==> src/rtl/note_glyph_pkg.sv <==
// Shared types, note codes and 12x12 bitmaps for the note label drawer.
// Each bitmap is row-major with row 0 in the MSBs and column 0 as the MSB of a row.
package note_glyph_pkg;
  localparam int GLYPH_BITS = 144;
  typedef logic [GLYPH_BITS-1:0] glyph_t;

  typedef enum logic [2:0] {ST_IDLE, ST_SHARP, ST_LETTER, ST_OCTAVE, ST_CLEAR, ST_DONE} state_t;

  typedef struct packed {
    logic [3:0] note;
    logic [1:0] octave;
  } label_t;

  localparam logic [3:0] NOTE_A  = 4'd1,  NOTE_AS = 4'd2,  NOTE_B  = 4'd3,
                         NOTE_C  = 4'd4,  NOTE_CS = 4'd5,  NOTE_D  = 4'd6,
                         NOTE_DS = 4'd7,  NOTE_E  = 4'd8,  NOTE_F  = 4'd9,
                         NOTE_FS = 4'd10, NOTE_G  = 4'd11, NOTE_GS = 4'd12;

  localparam glyph_t GLYPH_BLANK = '0;
  localparam glyph_t GLYPH_SHARP = {
    12'b000000000000, 12'b001000100000, 12'b001000100000, 12'b111111111100,
    12'b001000100000, 12'b001000100000, 12'b001000100000, 12'b111111111100,
    12'b001000100000, 12'b001000100000, 12'b001000100000, 12'b000000000000};
  localparam glyph_t GLYPH_A = {
    12'b000000000000, 12'b000001100000, 12'b000010010000, 12'b000100001000,
    12'b001000000100, 12'b001000000100, 12'b001111111100, 12'b001000000100,
    12'b001000000100, 12'b001000000100, 12'b001000000100, 12'b000000000000};
  localparam glyph_t GLYPH_B = {
    12'b000000000000, 12'b011111110000, 12'b010000001000, 12'b010000001000,
    12'b010000001000, 12'b011111110000, 12'b010000001000, 12'b010000000100,
    12'b010000000100, 12'b010000001000, 12'b011111110000, 12'b000000000000};
  localparam glyph_t GLYPH_C = {
    12'b000000000000, 12'b011111111100, 12'b010000000000, 12'b010000000000,
    12'b010000000000, 12'b010000000000, 12'b010000000000, 12'b010000000000,
    12'b010000000000, 12'b010000000000, 12'b011111111100, 12'b000000000000};
  localparam glyph_t GLYPH_D = {
    12'b000000000000, 12'b011111100000, 12'b010000010000, 12'b010000001000,
    12'b010000000100, 12'b010000000100, 12'b010000000100, 12'b010000000100,
    12'b010000001000, 12'b010000010000, 12'b011111100000, 12'b000000000000};
  localparam glyph_t GLYPH_E = {
    12'b000000000000, 12'b011111111100, 12'b010000000000, 12'b010000000000,
    12'b010000000000, 12'b011111110000, 12'b010000000000, 12'b010000000000,
    12'b010000000000, 12'b010000000000, 12'b011111111100, 12'b000000000000};
  localparam glyph_t GLYPH_F = {
    12'b000000000000, 12'b011111111100, 12'b010000000000, 12'b010000000000,
    12'b010000000000, 12'b011111110000, 12'b010000000000, 12'b010000000000,
    12'b010000000000, 12'b010000000000, 12'b010000000000, 12'b000000000000};
  localparam glyph_t GLYPH_G = {
    12'b000000000000, 12'b001111111000, 12'b010000000100, 12'b010000000000,
    12'b010000000000, 12'b010000111100, 12'b010000000100, 12'b010000000100,
    12'b010000000100, 12'b010000000100, 12'b001111111000, 12'b000000000000};
  localparam glyph_t GLYPH_DIGIT1 = {
    12'b000000000000, 12'b000011000000, 12'b000111000000, 12'b001011000000,
    12'b000011000000, 12'b000011000000, 12'b000011000000, 12'b000011000000,
    12'b000011000000, 12'b000011000000, 12'b001111110000, 12'b000000000000};
  localparam glyph_t GLYPH_DIGIT2 = {
    12'b000000000000, 12'b001111110000, 12'b010000001000, 12'b000000001000,
    12'b000000010000, 12'b000000100000, 12'b000001000000, 12'b000010000000,
    12'b000100000000, 12'b001000000000, 12'b011111111000, 12'b000000000000};
  localparam glyph_t GLYPH_DIGIT3 = {
    12'b000000000000, 12'b011111110000, 12'b000000001000, 12'b000000001000,
    12'b000000010000, 12'b000111100000, 12'b000000010000, 12'b000000001000,
    12'b000000001000, 12'b000000001000, 12'b011111110000, 12'b000000000000};
  localparam glyph_t GLYPH_DIGIT4 = {
    12'b000000000000, 12'b000000110000, 12'b000001010000, 12'b000010010000,
    12'b000100010000, 12'b001000010000, 12'b010000010000, 12'b011111111100,
    12'b000000010000, 12'b000000010000, 12'b000000010000, 12'b000000000000};
endpackage

==> src/rtl/note_glyph_rom.sv <==
// Maps a latched (note, octave) label to its letter, sharp and octave-digit bitmaps.
module note_glyph_rom
  import note_glyph_pkg::*;
(
  input  logic [3:0] note,
  input  logic [1:0] octave,
  output glyph_t     letter,
  output glyph_t     sharp,
  output glyph_t     oct
);
  // Invalid note codes leave both letter and sharp blank.
  always_comb begin
    letter = GLYPH_BLANK;
    sharp  = GLYPH_BLANK;
    case (note)
      NOTE_A:  letter = GLYPH_A;
      NOTE_AS: begin letter = GLYPH_A; sharp = GLYPH_SHARP; end
      NOTE_B:  letter = GLYPH_B;
      NOTE_C:  letter = GLYPH_C;
      NOTE_CS: begin letter = GLYPH_C; sharp = GLYPH_SHARP; end
      NOTE_D:  letter = GLYPH_D;
      NOTE_DS: begin letter = GLYPH_D; sharp = GLYPH_SHARP; end
      NOTE_E:  letter = GLYPH_E;
      NOTE_F:  letter = GLYPH_F;
      NOTE_FS: begin letter = GLYPH_F; sharp = GLYPH_SHARP; end
      NOTE_G:  letter = GLYPH_G;
      NOTE_GS: begin letter = GLYPH_G; sharp = GLYPH_SHARP; end
      default: ;
    endcase
  end

  always_comb begin
    oct = GLYPH_DIGIT1;
    case (octave)
      2'd0: oct = GLYPH_DIGIT1;
      2'd1: oct = GLYPH_DIGIT2;
      2'd2: oct = GLYPH_DIGIT3;
      2'd3: oct = GLYPH_DIGIT4;
    endcase
  end
endmodule

==> src/rtl/note_glyph_drawer.sv <==
// Draws a sharp/letter/octave label (or clears the screen) one pixel per clock
// into the VGA adapter's x/y/colour/plot interface, clipping off-screen pixels.
module note_glyph_drawer
  import note_glyph_pkg::*;
#(
  parameter int         GLYPH_W   = 12,
  parameter int         GLYPH_H   = 12,
  parameter int         X_W       = 8,
  parameter int         Y_W       = 7,
  parameter int         SCREEN_W  = 160,
  parameter int         SCREEN_H  = 120,
  parameter logic [2:0] FG_COLOUR = 3'b010,
  parameter logic [2:0] BG_COLOUR = 3'b000
) (
  input  logic           clk,
  input  logic           resetn,
  input  logic           start,
  input  logic           clear_req,
  input  logic [3:0]     note,
  input  logic [1:0]     octave,
  input  logic [X_W-1:0] x,
  input  logic [Y_W-1:0] y,
  output logic           busy,
  output logic           done,
  output logic [X_W-1:0] x_out,
  output logic [Y_W-1:0] y_out,
  output logic [2:0]     colour,
  output logic           writeEn
);
  localparam int NB  = GLYPH_W * GLYPH_H;
  localparam int IW  = $clog2(NB);
  // Wide enough that the clip test sees the coordinate before truncation.
  localparam int UXW = X_W + $clog2(3 * GLYPH_W) + 1;
  localparam int UYW = Y_W + $clog2(GLYPH_H) + 1;

  state_t         state, state_nx;
  label_t         lbl_q;
  logic [X_W-1:0] x_q, col, col_last;
  logic [Y_W-1:0] y_q, row, row_last;
  glyph_t         g_letter, g_sharp, g_oct, g_cur;
  logic [UXW-1:0] x_off, ux;
  logic [UYW-1:0] uy;
  logic [IW-1:0]  pix_idx;
  logic           pix_state, cell_end, pix_vis;
  logic [2:0]     pix_colour;

  note_glyph_rom u_rom (
    .note   (lbl_q.note),
    .octave (lbl_q.octave),
    .letter (g_letter),
    .sharp  (g_sharp),
    .oct    (g_oct)
  );

  always_comb begin
    pix_state = state inside {ST_SHARP, ST_LETTER, ST_OCTAVE, ST_CLEAR};
    col_last  = X_W'(GLYPH_W - 1);
    row_last  = Y_W'(GLYPH_H - 1);
    g_cur     = g_sharp;
    x_off     = '0;
    case (state)
      ST_LETTER: begin g_cur = g_letter; x_off = UXW'(GLYPH_W); end
      ST_OCTAVE: begin g_cur = g_oct;    x_off = UXW'(2 * GLYPH_W); end
      ST_CLEAR:  begin col_last = X_W'(SCREEN_W - 1); row_last = Y_W'(SCREEN_H - 1); end
      default: ;
    endcase
    cell_end = (col == col_last) && (row == row_last);
    pix_idx  = IW'(NB - 1) - (IW'(row) * IW'(GLYPH_W) + IW'(col));
    if (state == ST_CLEAR) begin
      ux         = UXW'(col);
      uy         = UYW'(row);
      pix_colour = BG_COLOUR;
    end else begin
      ux         = UXW'(x_q) + x_off + UXW'(col);
      uy         = UYW'(y_q) + UYW'(row);
      pix_colour = g_cur[pix_idx] ? FG_COLOUR : BG_COLOUR;
    end
    pix_vis = (ux < UXW'(SCREEN_W)) && (uy < UYW'(SCREEN_H));
  end

  always_comb begin
    state_nx = state;
    case (state)
      ST_IDLE:   if (clear_req) state_nx = ST_CLEAR;
                 else if (start) state_nx = ST_SHARP;
      ST_SHARP:  if (cell_end) state_nx = ST_LETTER;
      ST_LETTER: if (cell_end) state_nx = ST_OCTAVE;
      ST_OCTAVE: if (cell_end) state_nx = ST_DONE;
      ST_CLEAR:  if (cell_end) state_nx = ST_DONE;
      ST_DONE:   state_nx = ST_IDLE;
      default:   state_nx = ST_IDLE;
    endcase
  end

  always_ff @(posedge clk or negedge resetn) begin
    if (!resetn) state <= ST_IDLE;
    else         state <= state_nx;
  end

  always_ff @(posedge clk or negedge resetn) begin
    if (!resetn) begin
      lbl_q   <= '0;
      x_q     <= '0;
      y_q     <= '0;
      col     <= '0;
      row     <= '0;
      busy    <= 1'b0;
      done    <= 1'b0;
      writeEn <= 1'b0;
      x_out   <= '0;
      y_out   <= '0;
      colour  <= '0;
    end else begin
      busy    <= pix_state;
      done    <= (state == ST_DONE);
      writeEn <= 1'b0;
      if (state == ST_IDLE && !clear_req && start) begin
        lbl_q <= '{note: note, octave: octave};
        x_q   <= x;
        y_q   <= y;
      end
      if (pix_state) begin
        x_out   <= X_W'(ux);
        y_out   <= Y_W'(uy);
        colour  <= pix_colour;
        writeEn <= pix_vis;
        // Counters wrap to zero at each cell end, ready for the next cell.
        if (col == col_last) begin
          col <= '0;
          row <= (row == row_last) ? '0 : row + Y_W'(1);
        end else begin
          col <= col + X_W'(1);
        end
      end else begin
        col <= '0;
        row <= '0;
      end
    end
  end
endmodule

==> config.mk <==
export PLATFORM = sky130hd
export DESIGN_NAME = note_glyph_drawer
export DESIGN_NICKNAME = d
export VERILOG_FILES = /design/src/rtl/note_glyph_pkg.sv /design/src/rtl/note_glyph_rom.sv /design/src/rtl/note_glyph_drawer.sv
export SDC_FILE = /design/constraint.sdc
export NUM_CORES = 1
export LEC_CHECK = 0
export ABC_AREA = 0
export CORE_MARGIN = 2
export CORE_UTILIZATION = 24
export DETAILED_ROUTE_END_ITERATION = 10
export PLACE_DENSITY = 0.45
export SYNTH_ARGS = -nofsm -noshare
export SYNTH_HDL_FRONTEND = slang
export SYNTH_SLANG_ARGS = --single-unit
==> constraint.sdc <==
create_clock -name clk -period 3.28 [get_ports clk]
set_clock_uncertainty 0.2 [all_clocks]
set_input_delay 0.492 -clock clk [delete_from_list [all_inputs] [get_ports clk]]
set_output_delay 0.492 -clock clk [all_outputs]
set_load 0.005 [all_outputs]
After elaboration in Yosys (flattened, before gate mapping) --
Cells that the tools add are included.
Storage, ports and cells: output and inout port bits 21, register bits 60
Operators by class: reductions and logical operators 16, eq/ne operators 27, $add $sub $neg 7, multipliers 1, mux-type cells 25, $lt $le $gt $ge 3
Operators by type and width (count):
- case mux 131 bit (7 select lines) | 1
- case mux 144 bit (4 select lines) | 1
- case mux 144 bit (2 select lines) | 1
- 2-to-1 mux 130 bit | 1
- 2-to-1 mux 8 bit | 4
- 2-to-1 mux 7 bit | 4
- equality test 4 bit, second input constant | 5
- equality test 4 x 3 -> 1 bit, second input constant | 4
- adder 15 x 8 -> 15 bit | 1
- adder 8 x 15 -> 15 bit | 1
- < comparator 15 x 8 -> 1 bit, second input constant | 1
- 2-to-1 mux 15 bit | 1
- 2-to-1 mux 3 bit | 5
- < comparator 12 x 7 -> 1 bit, second input constant | 1
- case mux 3 bit (4 select lines) | 1
- OR reduction 2 bit | 6
- case mux 5 bit (2 select lines) | 1
- < comparator 8 x 9 -> 1 bit, second input constant | 1
- adder 7 x 7 -> 8 bit | 1
- adder 8 x 1 -> 8 bit, second input constant | 1
- adder 8 bit | 1
- binary-select mux 1 bit (select 8 bit) | 1
- equality test 4 x 2 -> 1 bit, second input constant | 2
- equality test 8 bit | 1
- 22 further kinds | 32

Longest topological paths before layout --
depth after elaboration 8, mapped depth 15, depth with buffers taken out 13

Modules after synthesis --
Synthesis repeated with hierarchy kept, for this count alone.
Second synthesis, totals: cell total of the unflattened synthesis 1414, area total of the unflattened synthesis 11479.8 um^2
By module, submodules not included:
- note_glyph_drawer | instances 1, cells an instance 929, area an instance 7985.2 um^2
- note_glyph_rom | instances 1, cells an instance 485, area an instance 3494.6 um^2

Worst setup path before layout --
OpenSTA, ideal clock, no wires.
path type register -> register, start reg row[0], end reg colour[1], setup time 0.126 ns, data arrival time 3.089 ns, buffers on the path 0, cell stages (with the launch flop) 13, required time 2.954 ns, path slack -0.135 ns, period minus slack after synthesis 3.415 ns, path through dfrtp_1 ha_1 fa_1 ha_1 inv_1 ha_1 o21ai_0 nand2b_1 a21o_1 a21oi_1 xnor2_1 or3_1 o32a_1
Between the ends: word-level cells in the longest chain between the ends 7
RTL lines:
- start: declaration | line note_glyph_drawer.sv:39 | logic [Y_W-1:0] y_q, row, row_last;
- start signal: assignment | line note_glyph_drawer.sv:130 | row <= (row == row_last) ? '0 : row + Y_W'(1);
- multiplier 7 x 2 -> 6 bit | line note_glyph_drawer.sv:68 | pix_idx = IW'(NB - 1) - (IW'(row) * IW'(GLYPH_W) + IW'(col));
- adder 8 bit | line note_glyph_drawer.sv:68
- subtractor 8 bit | line note_glyph_drawer.sv:68
- binary-select mux 1 bit (select 8 bit) | line note_glyph_drawer.sv:76 | pix_colour = g_cur[pix_idx] ? FG_COLOUR : BG_COLOUR;
- 2-to-1 mux 1 bit (implied by the code) | line note_glyph_drawer.sv:76
- 2-to-1 mux 2 bit | line note_glyph_drawer.sv:76
- 2-to-1 mux 2 bit | line note_glyph_drawer.sv:69 | if (state == ST_CLEAR) begin
- end signal: assignment | line note_glyph_drawer.sv:125 | colour <= pix_colour;
- end: declaration | line note_glyph_drawer.sv:27 | output logic [2:0] colour,
Every way passes these cells. The select of a mux whose other input is x is not followed. A chain may end at the register's enable or synchronous reset.

Worst setup path after layout --
start reg row[1], end reg colour[1]
Same word-level chain as after synthesis.

==> flow_metrics.env <==
export IMPL_areaGrowthSynthToFinish_pct=33.4
export IMPL_ys_top_cells_by_area="dfrtp_1 26%, ha_1 9.4%, nand2_1 4.5%, mux2_2 4.4%, a21oi_1 3.3%"
export IMPL_synth_seq_cells=58
export IMPL_fin_nets=849
export IMPL_p_sw_frac=0.462
export IMPL_num_rows=55
export IMPL_cts_hold_buf=0
export IMPL_critPathKind="reg -> reg"
export IMPL_finalInstanceArea_um2=7470
export IMPL_synthDistinctLibCells=80
export IMPL_grt_overflow_total=0
export IMPL_cts_sinks=58
export IMPL_drc_errors=0
export IMPL_yosysMostFrequentCell="nand2_1"
export IMPL_fin_cells=1094
export IMPL_netlist_area_leader_share=0.259
export IMPL_post_place_cells=1066
export IMPL_drt_pass1_iter_count=5
export IMPL_cts_max_path_buffers=2
export IMPL_initial_utilization=0.246
export IMPL_synth_area_um2=5600
export IMPL_routed_wl_mm=19.3
export IMPL_cts_reportedPaths_clkPinSlew_ns=0.05
export IMPL_yosys_warnings=0
export IMPL_worst_pin_slew_ns=0.733
export IMPL_worstPathArrival_ns=3.27
export IMPL_multi_input_area_um2=4020
export IMPL_crit_path_start_kind="flip-flop"
export IMPL_path_delay_family="adder cells"
export IMPL_pwr_share_comb=0.677
export IMPL_dp_hpwl_mm=14.6
export IMPL_dpl_instance_area_um2=6830
export IMPL_crit_fanout=4
export IMPL_cp_num_buf_inv=1
export IMPL_p_per_area_nw_per_um2=950
export IMPL_cts_tree="done"
export IMPL_cp_slowest_stage_delay_ns=0.44
export IMPL_seq_area_um2=1450
export IMPL_die_x_um=157
export IMPL_crit_chain="ha_2 > fa_1 > ha_1 > inv_2 > ha_4 > a31o_2 > nor2_4 > xnor2_2 > o22a_1 > a21oi_1 > or3_1 > o32a_1"
export IMPL_vias_per_cell=5.07
export IMPL_p_sw_mw=3.28
export IMPL_n_fill_cell=2431
export IMPL_maxCapViolations=0
export IMPL_ys_seq_area_frac=0.259
export IMPL_synth_avg_cell_area_um2=8.31
export IMPL_finalPower_mw=7.10
export IMPL_gp_congestion=0.907
export IMPL_coreArea_um2=22800
export IMPL_syn_inst=674
export IMPL_post_synth_top_area_cell="dfrtp_1"
export IMPL_ys_flop_type="dfrtp_1"
export IMPL_pin_count=46
export IMPL_clock_latency_ns=0.34
export IMPL_setup_violations=0
export IMPL_relSlewSlack=0.511
export IMPL_track_usage=0.159
export IMPL_grt_first_pass_wirelength_mm=30.0
export IMPL_io_buffers=43
export IMPL_vias=5552
export IMPL_drive_gt1_frac=0.252
export IMPL_rsz0062_at_grt="true"
export IMPL_power_frac_seq=0.187
export IMPL_critPathCaptureType="flip-flop"
export IMPL_synth_common_cells="67 x nand2_1, 58 x dfrtp_1, 44 x nor2_1"
export IMPL_die_area_um2=24600
export IMPL_drv_slew=0
export IMPL_die_y_um=157
export IMPL_run_status="finished clean"
export IMPL_power_leakage_nw=3.06
export IMPL_antennaDiodeCount=0
export IMPL_critical_path_slowest_cell="fa_1"
export IMPL_synth_edf_count=0
export IMPL_hold_viol=0
export IMPL_synthArstFlopShare=1.00
export IMPL_antenna_found_initial=0
export IMPL_postLayoutCoreUtil=0.328
export IMPL_hold_class="in -> async"
export IMPL_fin_crit_ns=3.25
export IMPL_post_drt_wl_per_cell_um=17.6
export IMPL_r2r_setup_slack_ns=0.03
export IMPL_ant_nets=0
export IMPL_hold_ws_ns=0.0181
export IMPL_required_ns=3.30
export IMPL_p_int_mw=3.82
export IMPL_peakVddDrop_v=0.000444
export IMPL_max_clock_freq_mhz=307
export IMPL_cts_buffers=9
export IMPL_finalCritPeriodShare=0.992
export IMPL_grt_max_degree=40
export IMPL_pwr_share_clk=0.136
export IMPL_drt_initial_drc_count=374
export IMPL_grt_pass1_vias=5403
export IMPL_h_tree_depth=3
export IMPL_ctsRootBufferMaster="clkbuf_16"
through the flow:
stage          TNS (ns)  setup slack [ns]
6_report              0            0.0251
5_1_grt          -0.200           -0.0788
4_1_cts         -0.0130           -0.0130
3_5_place_dp     -0.241            -0.152
3_3_place_gp     -0.238            -0.130
2_1_floorplan   -0.0859           -0.0859
metal layers:
layer,share of wire,track usage
met1,0.44,0.200
met4,0.033,0.0730
met2,0.48,0.267
met5,0,0
met3,0.047,0.0252
timing repair:
item,4_1_cts,5_1_grt
resized for setup,14,35
setup endpoints to repair,3,3
pin swaps,3,36
setup buffers,2,10
path summary, 6_finish.rpt:
kind	endpoint	from	cells past startpoint
worst max-delay path	colour[1]	row[1]	12
worst min-delay path	y_q[4]	resetn	1
worst max register to register	colour[1]	row[1]	12
worst min register to register	x_out[6]	x_out[6]	1
max in group asynchronous	lbl_q[0]	resetn	2
min in group clk	x_out[6]	x_out[6]	1
sequential cells by signal, summed over array words and instances (netlist names):
signal   flops
y_q          7
lbl_q        6
busy         1
y_out        7
col          8
x_out        8
state        3
writeEn      1
colour       1
done         1
row          7
x_q          8
cell usage in the layout (no fill, tap or decap), drive strengths merged, types with 5 or more instances in the layout:
| cell type | instances |
|---|---|
| nand4 | 9 |
| o21ai | 38 |
| nor2 | 44 |
| a21oi | 38 |
| o311ai | 5 |
| inv | 36 |
| o31ai | 8 |
| clkbuf | 10 |
| buf | 95 |
| a2111oi | 6 |
| nor2b | 12 |
| nand3b | 5 |
| a211oi | 9 |
| o22ai | 7 |
| o211ai | 9 |
| and3 | 12 |
| nand2b | 12 |
| and2 | 5 |
| clkdlybuf4s50 | 42 |
| nor3 | 21 |
| ha | 42 |
| nor3b | 6 |
| nand2 | 67 |
| dfrtp | 58 |
| xnor2 | 21 |
| xor2 | 8 |
| a31oi | 18 |
| a21o | 10 |
| nand3 | 15 |
| mux2 | 22 |
| fa | 6 |
area by class of cell:
cell class              instances  area share
clock buffers                  10      0.0320
inverters                      36      0.0181
flip-flops and latches         58       0.195
well taps                     313      0.0524
clock inverters                 6     0.00888
repair buffers                137       0.155
multi-input cells             534       0.539
cell families (layout without fill, tap and decap cells):
kind of cell,after synthesis,in the layout,share of synthesized area
multiplexers,25,25,0.0496
AND/OR/NAND/NOR,235,235,0.218
XOR/XNOR,29,29,0.0467
buffers and inverters,83,189,0.0671
other,1,2,0.000670
adder cells (fa/ha/maj),48,48,0.115
flip-flops,58,58,0.259
AO/OA/AOI/OAI,195,195,0.243
power groups by stage:
stage / logic, mW / clock network (mW) / registers [mW]
2_1_floorplan: 2.92 / 0 / 1.19
3_3_place_gp: 4.56 / 0 / 1.34
3_5_place_dp: 4.50 / 0 / 1.33
4_1_cts: 4.59 / 1.00 / 1.32
5_1_grt: 5.26 / 1.03 / 1.38
6_report: 4.80 / 0.968 / 1.32
Note: power is estimated with default switching activity, not from simulation.
